**src/rtl/alu_mc.sv**
```systemverilog
// alu_mc: multi-cycle integer ALU with registered result and NZCV flags.
// Logic ops, ADD/ADC/SUB/SBC and signed SLT complete one cycle after acceptance.
// MUL is an iterative shift-add that takes WIDTH steps.
// Ports:
//   clk, rst_n                        clock, async active-low reset
//   in_valid / in_ready               operand bundle handshake
//   operand_a, operand_b              operands (WIDTH bits)
//   alu_control                       4-bit operation select
//   carry_in                          CPSR C flag for ADC, SBC and pass-through
//   out_valid / out_ready             result bundle handshake
//   result, flag_n/z/c/v, op_error    registered result, flags, reserved-op flag
module alu_mc #(
   parameter int unsigned WIDTH = 32,
   parameter int unsigned CNT_W = $clog2(WIDTH)
) (
   input  logic             clk,
   input  logic             rst_n,
   input  logic             in_valid,
   output logic             in_ready,
   input  logic [WIDTH-1:0] operand_a,
   input  logic [WIDTH-1:0] operand_b,
   input  logic [3:0]       alu_control,
   input  logic             carry_in,
   output logic             out_valid,
   input  logic             out_ready,
   output logic [WIDTH-1:0] result,
   output logic             flag_n,
   output logic             flag_z,
   output logic             flag_c,
   output logic             flag_v,
   output logic             op_error
);

   localparam logic [3:0] OP_AND = 4'h0;
   localparam logic [3:0] OP_ORR = 4'h1;
   localparam logic [3:0] OP_ADD = 4'h2;
   localparam logic [3:0] OP_SUB = 4'h3;
   localparam logic [3:0] OP_SLT = 4'h4;
   localparam logic [3:0] OP_MUL = 4'h5;
   localparam logic [3:0] OP_EOR = 4'h6;
   localparam logic [3:0] OP_ADC = 4'h7;
   localparam logic [3:0] OP_SBC = 4'h8;

   typedef enum logic [1:0] {S_IDLE, S_BUSY, S_DONE} state_t;

   state_t           state_q, state_d;
   logic [CNT_W-1:0] cnt_q, cnt_d;
   logic [WIDTH-1:0] acc_q, acc_d, mcand_q, mcand_d, mplier_q, mplier_d;
   logic             cin_q, cin_d;
   logic [WIDTH-1:0] result_d;
   logic             n_d, z_d, c_d, v_d, err_d, in_ready_d, out_valid_d;

   logic             is_sub, sum_cin;
   logic [WIDTH-1:0] b_eff, alu_res, mul_step;
   logic [WIDTH:0]   sum;
   logic             alu_c, alu_v, alu_err;

   // Single-cycle ops evaluated on the live inputs; used only on the accept cycle.
   // Subtraction is a + ~b + cin, so the carry-out is NOT borrow.
   always_comb begin
      is_sub  = (alu_control == OP_SUB) || (alu_control == OP_SBC);
      b_eff   = is_sub ? ~operand_b : operand_b;
      unique case (alu_control)
         OP_ADC, OP_SBC: sum_cin = carry_in;
         OP_SUB:         sum_cin = 1'b1;
         default:        sum_cin = 1'b0;
      endcase
      sum = {1'b0, operand_a} + {1'b0, b_eff} + (WIDTH+1)'(sum_cin);

      alu_res = '0;
      alu_c   = carry_in;
      alu_v   = 1'b0;
      alu_err = 1'b0;
      case (alu_control)
         OP_AND: alu_res = operand_a & operand_b;
         OP_ORR: alu_res = operand_a | operand_b;
         OP_EOR: alu_res = operand_a ^ operand_b;
         OP_SLT: alu_res = WIDTH'($signed(operand_a) < $signed(operand_b));
         OP_MUL: alu_res = '0;
         OP_ADD, OP_ADC, OP_SUB, OP_SBC: begin
            alu_res = sum[WIDTH-1:0];
            alu_c   = sum[WIDTH];
            alu_v   = (operand_a[WIDTH-1] == b_eff[WIDTH-1]) &&
                      (sum[WIDTH-1] != operand_a[WIDTH-1]);
         end
         default: begin
            alu_c   = 1'b0;
            alu_err = 1'b1;
         end
      endcase
   end

   assign mul_step = acc_q + (mplier_q[0] ? mcand_q : '0);

   // Next-state and datapath update.
   always_comb begin
      state_d     = state_q;
      cnt_d       = cnt_q;
      acc_d       = acc_q;
      mcand_d     = mcand_q;
      mplier_d    = mplier_q;
      cin_d       = cin_q;
      result_d    = result;
      n_d         = flag_n;
      z_d         = flag_z;
      c_d         = flag_c;
      v_d         = flag_v;
      err_d       = op_error;
      in_ready_d  = in_ready;
      out_valid_d = out_valid;
      case (state_q)
         S_IDLE: begin
            if (in_valid) begin
               cin_d      = carry_in;
               in_ready_d = 1'b0;
               if (alu_control == OP_MUL) begin
                  acc_d    = '0;
                  mcand_d  = operand_a;
                  mplier_d = operand_b;
                  cnt_d    = '0;
                  state_d  = S_BUSY;
               end else begin
                  result_d    = alu_res;
                  n_d         = alu_res[WIDTH-1];
                  z_d         = (alu_res == '0);
                  c_d         = alu_c;
                  v_d         = alu_v;
                  err_d       = alu_err;
                  out_valid_d = 1'b1;
                  state_d     = S_DONE;
               end
            end
         end
         S_BUSY: begin
            acc_d    = mul_step;
            mcand_d  = mcand_q << 1;
            mplier_d = mplier_q >> 1;
            cnt_d    = cnt_q + CNT_W'(1);
            if (cnt_q == CNT_W'(WIDTH-1)) begin
               result_d    = mul_step;
               n_d         = mul_step[WIDTH-1];
               z_d         = (mul_step == '0);
               c_d         = cin_q;
               v_d         = 1'b0;
               err_d       = 1'b0;
               out_valid_d = 1'b1;
               state_d     = S_DONE;
            end
         end
         S_DONE: begin
            if (out_ready) begin
               out_valid_d = 1'b0;
               in_ready_d  = 1'b1;
               state_d     = S_IDLE;
            end
         end
         default: begin
            out_valid_d = 1'b0;
            in_ready_d  = 1'b1;
            state_d     = S_IDLE;
         end
      endcase
   end

   // State and output registers.
   always_ff @(posedge clk or negedge rst_n) begin
      if (!rst_n) begin
         state_q   <= S_IDLE;
         cnt_q     <= '0;
         acc_q     <= '0;
         mcand_q   <= '0;
         mplier_q  <= '0;
         cin_q     <= 1'b0;
         result    <= '0;
         flag_n    <= 1'b0;
         flag_z    <= 1'b0;
         flag_c    <= 1'b0;
         flag_v    <= 1'b0;
         op_error  <= 1'b0;
         in_ready  <= 1'b1;
         out_valid <= 1'b0;
      end else begin
         state_q   <= state_d;
         cnt_q     <= cnt_d;
         acc_q     <= acc_d;
         mcand_q   <= mcand_d;
         mplier_q  <= mplier_d;
         cin_q     <= cin_d;
         result    <= result_d;
         flag_n    <= n_d;
         flag_z    <= z_d;
         flag_c    <= c_d;
         flag_v    <= v_d;
         op_error  <= err_d;
         in_ready  <= in_ready_d;
         out_valid <= out_valid_d;
      end
   end

endmodule

```
**config.mk**
```make
export PLATFORM = sky130hd
export DESIGN_NAME = alu_mc
export DESIGN_NICKNAME = d
export VERILOG_FILES = /design/src/rtl/alu_mc.sv
export SDC_FILE = /design/constraint.sdc
export NUM_CORES = 1
export LEC_CHECK = 0
export ABC_AREA = 1
export CAP_MARGIN = 20
export CORE_MARGIN = 1
export CORE_UTILIZATION = 61
export CTS_BUF_LIST = sky130_fd_sc_hd__clkbuf_8
export DETAILED_ROUTE_END_ITERATION = 10
export PLACE_DENSITY_LB_ADDON = 0.1
export REMOVE_ABC_BUFFERS = 1
export SYNTH_ARGS = -nofsm -noshare
export SYNTH_HDL_FRONTEND = slang
export SYNTH_SLANG_ARGS = --single-unit
```
**constraint.sdc**
```tcl
create_clock -name clk -period 5.01 [get_ports clk]
set_clock_uncertainty 0.15 [all_clocks]
set_input_delay 0.7515 -clock clk [delete_from_list [all_inputs] [get_ports clk]]
set_output_delay 0.7515 -clock clk [all_outputs]
set_load 0.01 [all_outputs]
```
; ---- After elaboration in Yosys (flattened, before gate mapping)
; Cells that the tools add are included.
[totals]
ff_bits = 143
latch_bits = 0
ram_bits = 0
mem_bits_ro = 0
inputBits = 73
out_inout_bits = 39
word_cells = 114
memories = 0
[op_classes]
addsub = 4
multipliers = 0
div_mod_pow = 0
order_cmp = 1
eq_ne = 18
n_shift = 0
mux = 55
bitwise = 5
reduce_logical = 17
[op_table]
columns = op, count
row1 = $mux 32, 11
row2 = $pmux 32 s2, 4
row3 = $pmux 32 s5, 1
row4 = $logic_not 32->1, 2
row5 = $add 32x32->33, 1
row6 = $add 33x1->33, 1
row7 = $add 32x32->32, 1
row8 = $and 32x32->32, 1
row9 = $lt 32x32->1, 1
row10 = $not 32->32, 1
row11 = $or 32x32->32, 1
row12 = $xor 32x32->32, 1
row13 = $mux 1, 22
row14 = $eq 4x3->1 const B, 4
row15 = $pmux 1 s2, 7
row16 = $mux 5, 2
row17 = $ne 2x2->1 const B, 5
row18 = $pmux 5 s2, 1
row19 = $reduce_and 3->1, 3
row20 = $eq 4x2->1 const B, 2
row21 = $mux 2, 4
row22 = $reduce_and 4->1, 2
row23 = $reduce_or 4->1, 2
row24 = $reduce_or 8->1, 1
row25 = other kinds (18), 19

; ---- Longest topological paths before layout
; Gate-level depths: netlist of the first run.
[logic_depth]
word_depth = 11
mapped_depth = 28
mapped_depth_nobuf = 28

; ---- Worst setup path before layout of the first run
; Ideal clock, no wire load.
[synth_path]
path_kind = in2reg
startpoint = in alu_control[0]
endpoint = reg flag_z
setup_time_ps = 71
arrival_time_ps = 3792
required_time_ps = 4789
path_slack_ps = 997
cell_stages = 28
path_buffers = 1
cell_sequence = inv_1 > nor2_2 > nand2_2 > o21ai_1 > buf_2 > xor2_1 > fa_1 > inv_1 > fa_1 > inv_1 > nand2_1 > nand2_1 > nand3_1 > nand2_1 > nand2_1 > nand2_1 > nand2_1 > nand2_1 > nand2_1 > nand3_1 > nand2_1 > inv_1 > nand3_1 > nor2_1 > nand3_1 > nor2_1 > nor2_1 > nor2_1
[synth_between]
elab_chain_len = 10
elab_cells_between_ends = 23
classes_between = 2 x add/sub / 9 x eq/ne / 6 x mux / 6 x reduce/logical
[synth_rtl]
columns = element, line_no
row1 = from (decl), 22  ; input logic [3:0] alu_control,
row2 = $eq 4x2->1 or $eq 4x4->1 (tied branches), "61, 63, 74"
row3 = $logic_or 1x1->1, 61  ; is_sub = (alu_control == OP_SUB) || (alu_control == OP_SBC);
row4 = $mux 32, 62  ; b_eff = is_sub ? ~operand_b : operand_b;
row5 = $add 32x32->33, 68  ; sum = {1'b0, operand_a} + {1'b0, b_eff} + (WIDTH+1)'(sum_cin);
row6 = $add 33x1->33, 68
row7 = $pmux 32 s5, 74  ; case (alu_control)
row8 = $logic_not 32->1, 125  ; z_d = (alu_res == '0);
row9 = $mux 1, 116  ; if (alu_control == OP_MUL) begin
row10 = $mux 1, 113  ; if (in_valid) begin
row11 = $pmux 1 s2, 111  ; case (state_q)
row12 = to (signal assigned), 191  ; flag_z <= z_d;
row13 = to (decl), 28  ; output logic flag_z,
; Several ways; a longest one is shown, not always the timed one. The select of a mux whose other input is x is not followed.
; A chain may end at the register's enable or synchronous reset.

; ---- Worst setup path in the final report of the first run
[layout_path]
startpoint = in alu_control[3]
endpoint = reg flag_z
; The elaborated chain is that of the path after synthesis.

==> key figures, run 1 <==
Run status
  • Status: completed

Routing
  • Starting DRT DRC Count: 1424
  • DR WL/cell: 17.1 um
  • DRC violation count after routing: 0
  • Routed WL: 43400 um
  • Final ANT Viol Nets: 0
  • 1st-pass router iterations: 8
  • Vias per std cell: 5.73
  • Via count: 14554

Finish
  • Post-Layout Cell Count: 2542
  • # fillers: 1959
  • Area grow syn2layout: 12.1%
  • Layout cells sized above 1: 3.54%
  • Layout Utilization: 69.8%
  • Ant diodes: 0
  • Final net count: 2480

Clocking
  • Clock sinks: 142
  • Post-CTS setup buffer count: 0
  • Worst-skew pair later-pin latency: 0.48 ns
  • H-tree Lvls: 4
  • CTS max path bufs: 2
  • CTS Buf Count: 17
  • CTS Hold Bufs: 0
  • Worst-path clk slew: 0.10 ns
  • CTS tree: done
  • Clock root cell: clkbuf_8
  • Post-CTS sizing: 0

Place
  • Port Buffers: 111
  • Hpwl dp: 34200 um
  • Placed insts: 2510
  • GP Congestion: 0.984

Critical path
  • CP dominant cell by count: nand2_1
  • Worst path max stage delay: 0.49 ns
  • CP bufs+invs: 4
  • Critical path startpoint category: input pin
  • R2r startpoint: mplier_q[0]
  • Register-to-register setup slack: 1.58 ns
  • Family with the most delay on the worst path: simple AND/OR/NAND/NOR gates
  • Crit. End Element: flop
  • Worst r2r dst: flag_z
  • Critical Path RT: 5.27 ns
  • CP Max Fanout: 6
  • Setup CP Type: in2reg
  • Critical Path AT: 4.58 ns
  • FF-to-FF path depth: 19
  • Worst-path cell with the longest stage delay: clkdlybuf4s50_1

Yosys
  • Syn avg cell area: 6.51 um^2
  • Cell area after synthesis: 14100 um^2
  • Post-Syn Instances: 2163
  • Async SR Flop Fraction: 100%
  • Share of the yosys chip area belonging to registers: 25.2%
  • Synth Flop Type: dfrtp_1
  • Unique cell type count in the Yosys netlist: 45
  • Yosys reg bits: 142
  • Yosys warning count: 0
  • Number of flops mapped to enable cells by yosys: 0

Floorplanning
  • Die Y: 154 um
  • Die ar.: 23700 um^2
  • Row count: 55
  • Core area: 22600 um^2
  • Die Wd: 154 um
  • Initial Utilization: 62.2%
  • Top-Level Pins: 112

STA
  • RSZ-0062 raised after global routing: false
  • Crit path time final: 4.32 ns
  • Slew headroom: 43.1%
  • FMAX: 231 MHz
  • Final setup viols: 0
  • Hold Fails Final Rpt: 0
  • Setup TNS: 0 ns
  • Fin crit share: 86.3%
  • Slew Limit Fails: 0
  • Worst-Margin Slew: 0.854 ns

Power and ir drop
  • P_leak: 8.67 nW
  • Pwr Density: 446 nW/um^2
  • Worst vdd rail ir drop: 0.214 mV
  • Tot Pwr: 7.05 mW

GRT
  • Largest net degree at the start of global routing: 88
  • Total global routing overflow: 0
  • Vias in the first global route: 13775
  • Initial antenna violation count: 0
  • First-pass GRT wire length: 70000 um
  • Overall routing resource usage: 37.6%

Run
  • Max cap viols: 0

Min path
  • HP Class: in2async
kinds of logic after synthesis:
logic type / share of synthesized area [%]
buffers and inverters: 12.5
and+or+nand+nor: 30.1
AOI/OAI and AO/OA: 14.8
DFF: 25.2
adders and majority gates: 14.6
xor gates and xnor gates: 2.74
synth_stat cells, types with 7 or more instances:
library cell / count / area [um^2]
nand2_1: 674 / 2530
o21a_1: 7 / 52.6
dfrtp_1: 141 / 3530
buf_2: 21 / 105
ha_1: 160 / 2000
o211ai_1: 75 / 563
nor3_1: 14 / 70.1
a21oi_1: 85 / 425
xor2_1: 43 / 377
o22ai_1: 9 / 56.3
o221ai_1: 12 / 105
nand3_1: 124 / 621
nand3b_1: 17 / 128
clkbuf_1: 30 / 113
nand4_1: 21 / 131
or2_2: 10 / 62.6
inv_1: 383 / 1440
o21ai_0: 103 / 515
nor2_1: 148 / 556
a221oi_1: 12 / 105
o21bai_1: 8 / 60.1
metal layers:
layer | global-route usage (%) | wire length, um | vias up
li1 | - | - | 7067
met1 | 52.2 | 19500 | 6794
met2 | 59.8 | 19400 | 607
met3 | 5.81 | 3250 | 86
met4 | 12.4 | 1190 | 0
met5 | 0 | 0 | -
cell type report:
type,count,area (um^2),area share [%]
inverters,387,1450,9.21
multi-input cells,1571,8790,55.6
well taps,285,357,2.26
clock inverters,15,163,1.03
flip-flops and latches,142,3550,22.5
repair buffers,125,1240,7.87
clock buffers,17,234,1.48
worst max-delay path by stage:
| stage | startpoint | to | slack, ns | depth (start not counted) |
|---|---|---|---|---|
| 6_report | alu_control[3] | flag_z | 0.69 | 25 |
| 5_1_grt | alu_control[0] | flag_z | 0.33 | 28 |
| 4_1_cts | alu_control[3] | flag_z | 0.75 | 25 |
| 3_5_place_dp | alu_control[3] | flag_z | 0.27 | 27 |
| 3_3_place_gp | alu_control[3] | flag_z | 0.28 | 25 |
| 2_1_floorplan | state_q[1] | flag_c | -2.97 | 12 |
report_power, final:
part	internal [mW]	total, mW	switching (mW)
combinational	1.47	4.09	2.63
clock	0.450	0.992	0.542
sequential	1.66	1.97	0.310
total	3.57	7.05	3.48
registers in the layout, indices dropped and copies added, names as in the netlist:
register and count:
flag_c 1, cnt_q 5, cin_q 1, flag_z 1
mplier_q 32, result 32, out_valid 1, state_q 2
flag_v 1, op_error 1, acc_q 32, in_ready 1
mcand_q 32
placed cells by master, fill, tap and decap left out, drive strengths merged:
| cell | n |
|---|---|
| nand4 | 21 |
| o221ai | 12 |
| a22oi | 5 |
| o31ai | 1 |
| nor3b | 1 |
| o211ai | 75 |
| ha | 160 |
| nand3b | 17 |
| nand3 | 126 |
| clkbuf | 17 |
| or2 | 10 |
| a21o | 4 |
| o22ai | 9 |
| clkinvlp | 3 |
| a21oi | 86 |
| nand2 | 678 |
| a31oi | 5 |
| a32o | 1 |
| o21ai | 108 |
| o21a | 7 |
| nor2 | 153 |
| bufinv | 2 |
| dfstp | 1 |
| nor3 | 16 |
| inv | 393 |
| buf | 15 |
| a221oi | 14 |
| and2 | 1 |
| clkdlybuf4s50 | 110 |
| xor2 | 43 |
| o21bai | 8 |
| fa | 3 |
| a22o | 2 |
| nor4 | 4 |
| xnor2 | 1 |
| dfrtp | 141 |
| clkinv | 4 |
metrics by stage:
stage | instance area, um^2 | hold slack, ns | setup slack (ns)
6_report | 15800 | 0.179 | 0.686
5_1_grt | 15800 | 0.242 | 0.329
4_1_cts | 15800 | 0.219 | 0.751
3_5_place_dp | 15400 | 0.319 | 0.266
3_3_place_gp | 15400 | 0.310 | 0.278
2_1_floorplan | 13800 | 0.298 | -2.97
Power figures use the tool's default switching activity.
==> run 2: changes to the inputs <==
Settings changed: CORE_UTILIZATION 61 to 60.
==> key figures, run 2 (synthesis results as in run 1) <==
Floorplanning
  • Die ar.: 24100 um^2 (+1.6%)
  • Initial Utilization: 61.6% (-0.56 points)
  • Core area: 22800 um^2 (+0.91%)
  • Die Wd: 155 um (+0.82%)
  • Top-Level Pins: 112 (unchanged)
  • Die Y: 155 um (+0.82%)
  • Row count: 55 (unchanged)

Critical path
  • Critical Path AT: 4.65 ns (+0.07 ns)
  • Worst-path cell with the longest stage delay: clkdlybuf4s50_1
  • CP dominant cell by count: nand2_1
  • Critical path startpoint category: input pin
  • Setup CP Type: in2reg
  • CP Cell Sequence: clkdlybuf4s50_1 > nor2_2 > nand2_2 > o21ai_4 > xor2_1 > fa_1 > inv_1 > fa_1 > inv_1 > nand3_1 > nand2_1 > nand3_1 > nand3_1 > nand2_1 > nand2_1 > nand2_1 > nand3_1 > nand2_1 > nor3_2 > nand4_1 > nor2_1 > nor2_1 > nor2_1
  • Critical Path RT: 5.25 ns (-0.02 ns)
  • CP Max Fanout: 6 (unchanged)
  • FF-to-FF path depth: 14 (-5)
  • Worst path max stage delay: 0.50 ns (about the same)
  • Crit. End Element: flop

Run status
  • Status: completed

Routing
  • Starting DRT DRC Count: 1595 (+12%)
  • Routed WL: 43900 um (+1.2%)
  • DR WL/cell: 17.1 um (+0.21%)
  • 1st-pass router iterations: 8 (unchanged)
  • Vias per std cell: 5.66 (-1.1%)
  • Via count: 14536 (-0.12%)
  • Final ANT Viol Nets: 0 (unchanged)
  • DRC violation count after routing: 0 (unchanged)

Place
  • Placed insts: 2535 (+1.0%)
  • Hpwl dp: 35100 um (+2.4%)
  • Port Buffers: 111 (unchanged)
  • GP Congestion: 0.965 (-1.9%)
  • Placed Instance Area: 15400 um^2 (about the same)
  • Place WS: 0.275 ns (+0.00986 ns)

Power and ir drop
  • Switching portion of total power: 49.2% (-0.083 points)
  • Pwr Density: 446 nW/um^2 (about the same)
  • Sequential Power Share: 27.8% (about the same)
  • Combinational power share: 58.3% (+0.3 points)
  • Worst vdd rail ir drop: 0.223 mV (+4.1%)
  • Internal: 3.58 mW (+0.21%)
  • Psw: 3.47 mW (-0.12%)
  • Tot Pwr: 7.05 mW (about the same)
  • P_leak: 8.65 nW (-0.18%)
  • Clock group share of total power: 14.0% (about the same)

Min path
  • HP Class: in2async

STA
  • Hold WS: 0.223 ns (+0.0441 ns)
  • FMAX: 227 MHz (-2.0%)
  • Final setup viols: 0 (unchanged)
  • Worst-Margin Slew: 1.01 ns (+0.154 ns)
  • Slew headroom: 32.8% (-10 points)
  • Fin crit share: 88.0% (+1.7 points)
  • Final setup margin: 0.600 ns (-0.0863 ns)
  • RSZ-0062 raised after global routing: false
  • Hold Fails Final Rpt: 0 (unchanged)
  • Slew Limit Fails: 0 (unchanged)
  • Crit path time final: 4.41 ns (+0.0863 ns)

Clocking
  • CTS Buf Count: 17 (unchanged)
  • Clock root cell: clkbuf_8
  • H-tree Lvls: 4 (unchanged)
  • CTS max path bufs: 2 (unchanged)
  • Clock sinks: 142 (unchanged)
  • Post-CTS sizing: 0 (unchanged)
  • Worst-path clk slew: 0.10 ns (about the same)
  • CTS tree: done
  • Worst-skew pair later-pin latency: 0.47 ns (about the same)
  • CTS Hold Bufs: 0 (unchanged)
  • Post-CTS setup buffer count: 0 (unchanged)

Finish
  • # fillers: 2002 (+2.2%)
  • Most frequent cells in the layout: 674 x nand2_1, 382 x inv_1, 160 x ha_1
  • Ant diodes: 0 (unchanged)
  • Final Instance Area: 15800 um^2 (+0.11%)
  • Post-Layout Cell Count: 2566 (+0.94%)
  • Area grow syn2layout: 12.3%
  • Commonest non-fill, non-tap cell in the layout: nand2_1
  • Final net count: 2477 (-0.12%)
  • Layout cells sized above 1: 3.46% (-0.082 points)

Run
  • Max cap viols: 0 (unchanged)

GRT
  • Vias in the first global route: 13802 (+0.20%)
  • Initial antenna violation count: 1 (+1)
  • First-pass GRT wire length: 69400 um (-0.93%)
  • Overall routing resource usage: 37.1% (-0.52 points)
  • Total global routing overflow: 0 (unchanged)
  • Largest net degree at the start of global routing: 104 (+18%)
==> run 2: path summary, 6_finish.rpt <==
path                                start          end  slack (ns)
min in group clk                acc_q[10]    acc_q[10]        0.35
setup reg to reg               state_q[0]       flag_c        1.57
max in group asynchronous           rst_n     in_ready        3.35
setup / recovery           alu_control[3]       flag_z        0.60
hold reg to reg                 acc_q[10]    acc_q[10]        0.35
hold / removal                      rst_n  mplier_q[9]        0.22
==> run 2: layout make-up <==
type	instances	area (um^2)	share of cell area, %
Multi-Input combinational cell	1571	8790	55.6
Sequential cell	142	3550	22.5
Inverter	387	1450	9.20
Timing Repair Buffer	122	1220	7.72
Tap cell	313	392	2.48
Clock buffer	18	248	1.57
Clock inverter	13	154	0.973
==> run 2: metrics by stage <==
stage	util, %	setup TNS, ns
after global placement	67.4	0
after floorplan	-	-210.27
after detailed placement	67.4	0
after global routing	69.2	0
after CTS	69.2	0
final	69.2	0
==> run 2: layer usage <==
| layer | global-route usage, % | wire (um) | up-vias | part of all wire, % |
|---|---|---|---|---|
| li1 | - | - | 7077 | - |
| met5 | 0 | 0 | - | 0 |
| met1 | 51.1 | 19600 | 6792 | 45 |
| met2 | 58.8 | 19600 | 580 | 45 |
| met3 | 6.10 | 3330 | 87 | 7.6 |
| met4 | 13.4 | 1390 | 0 | 3.2 |
==> run 2: power groups by stage <==
stage / clock network, mW / logic, mW / registers [mW]
final: 0.984 / 4.11 / 1.96
after global routing: 1.03 / 4.59 / 2.00
after CTS: 0.989 / 4.05 / 1.95
after detailed placement: 0 / 4.01 / 1.96
after global placement: 0 / 3.90 / 1.94
after floorplan: 0 / 2.70 / 1.96
==> run 2: worst max-delay path, delay by kind of cell <==
kind                     cells  cell delay (ns)
adder cells (fa/ha/maj)      2             0.70
AND/OR/NAND/NOR             16             2.10
XOR/XNOR                     1             0.21
AO/OA/AOI/OAI                1             0.19
buffers and inverters        3             0.69
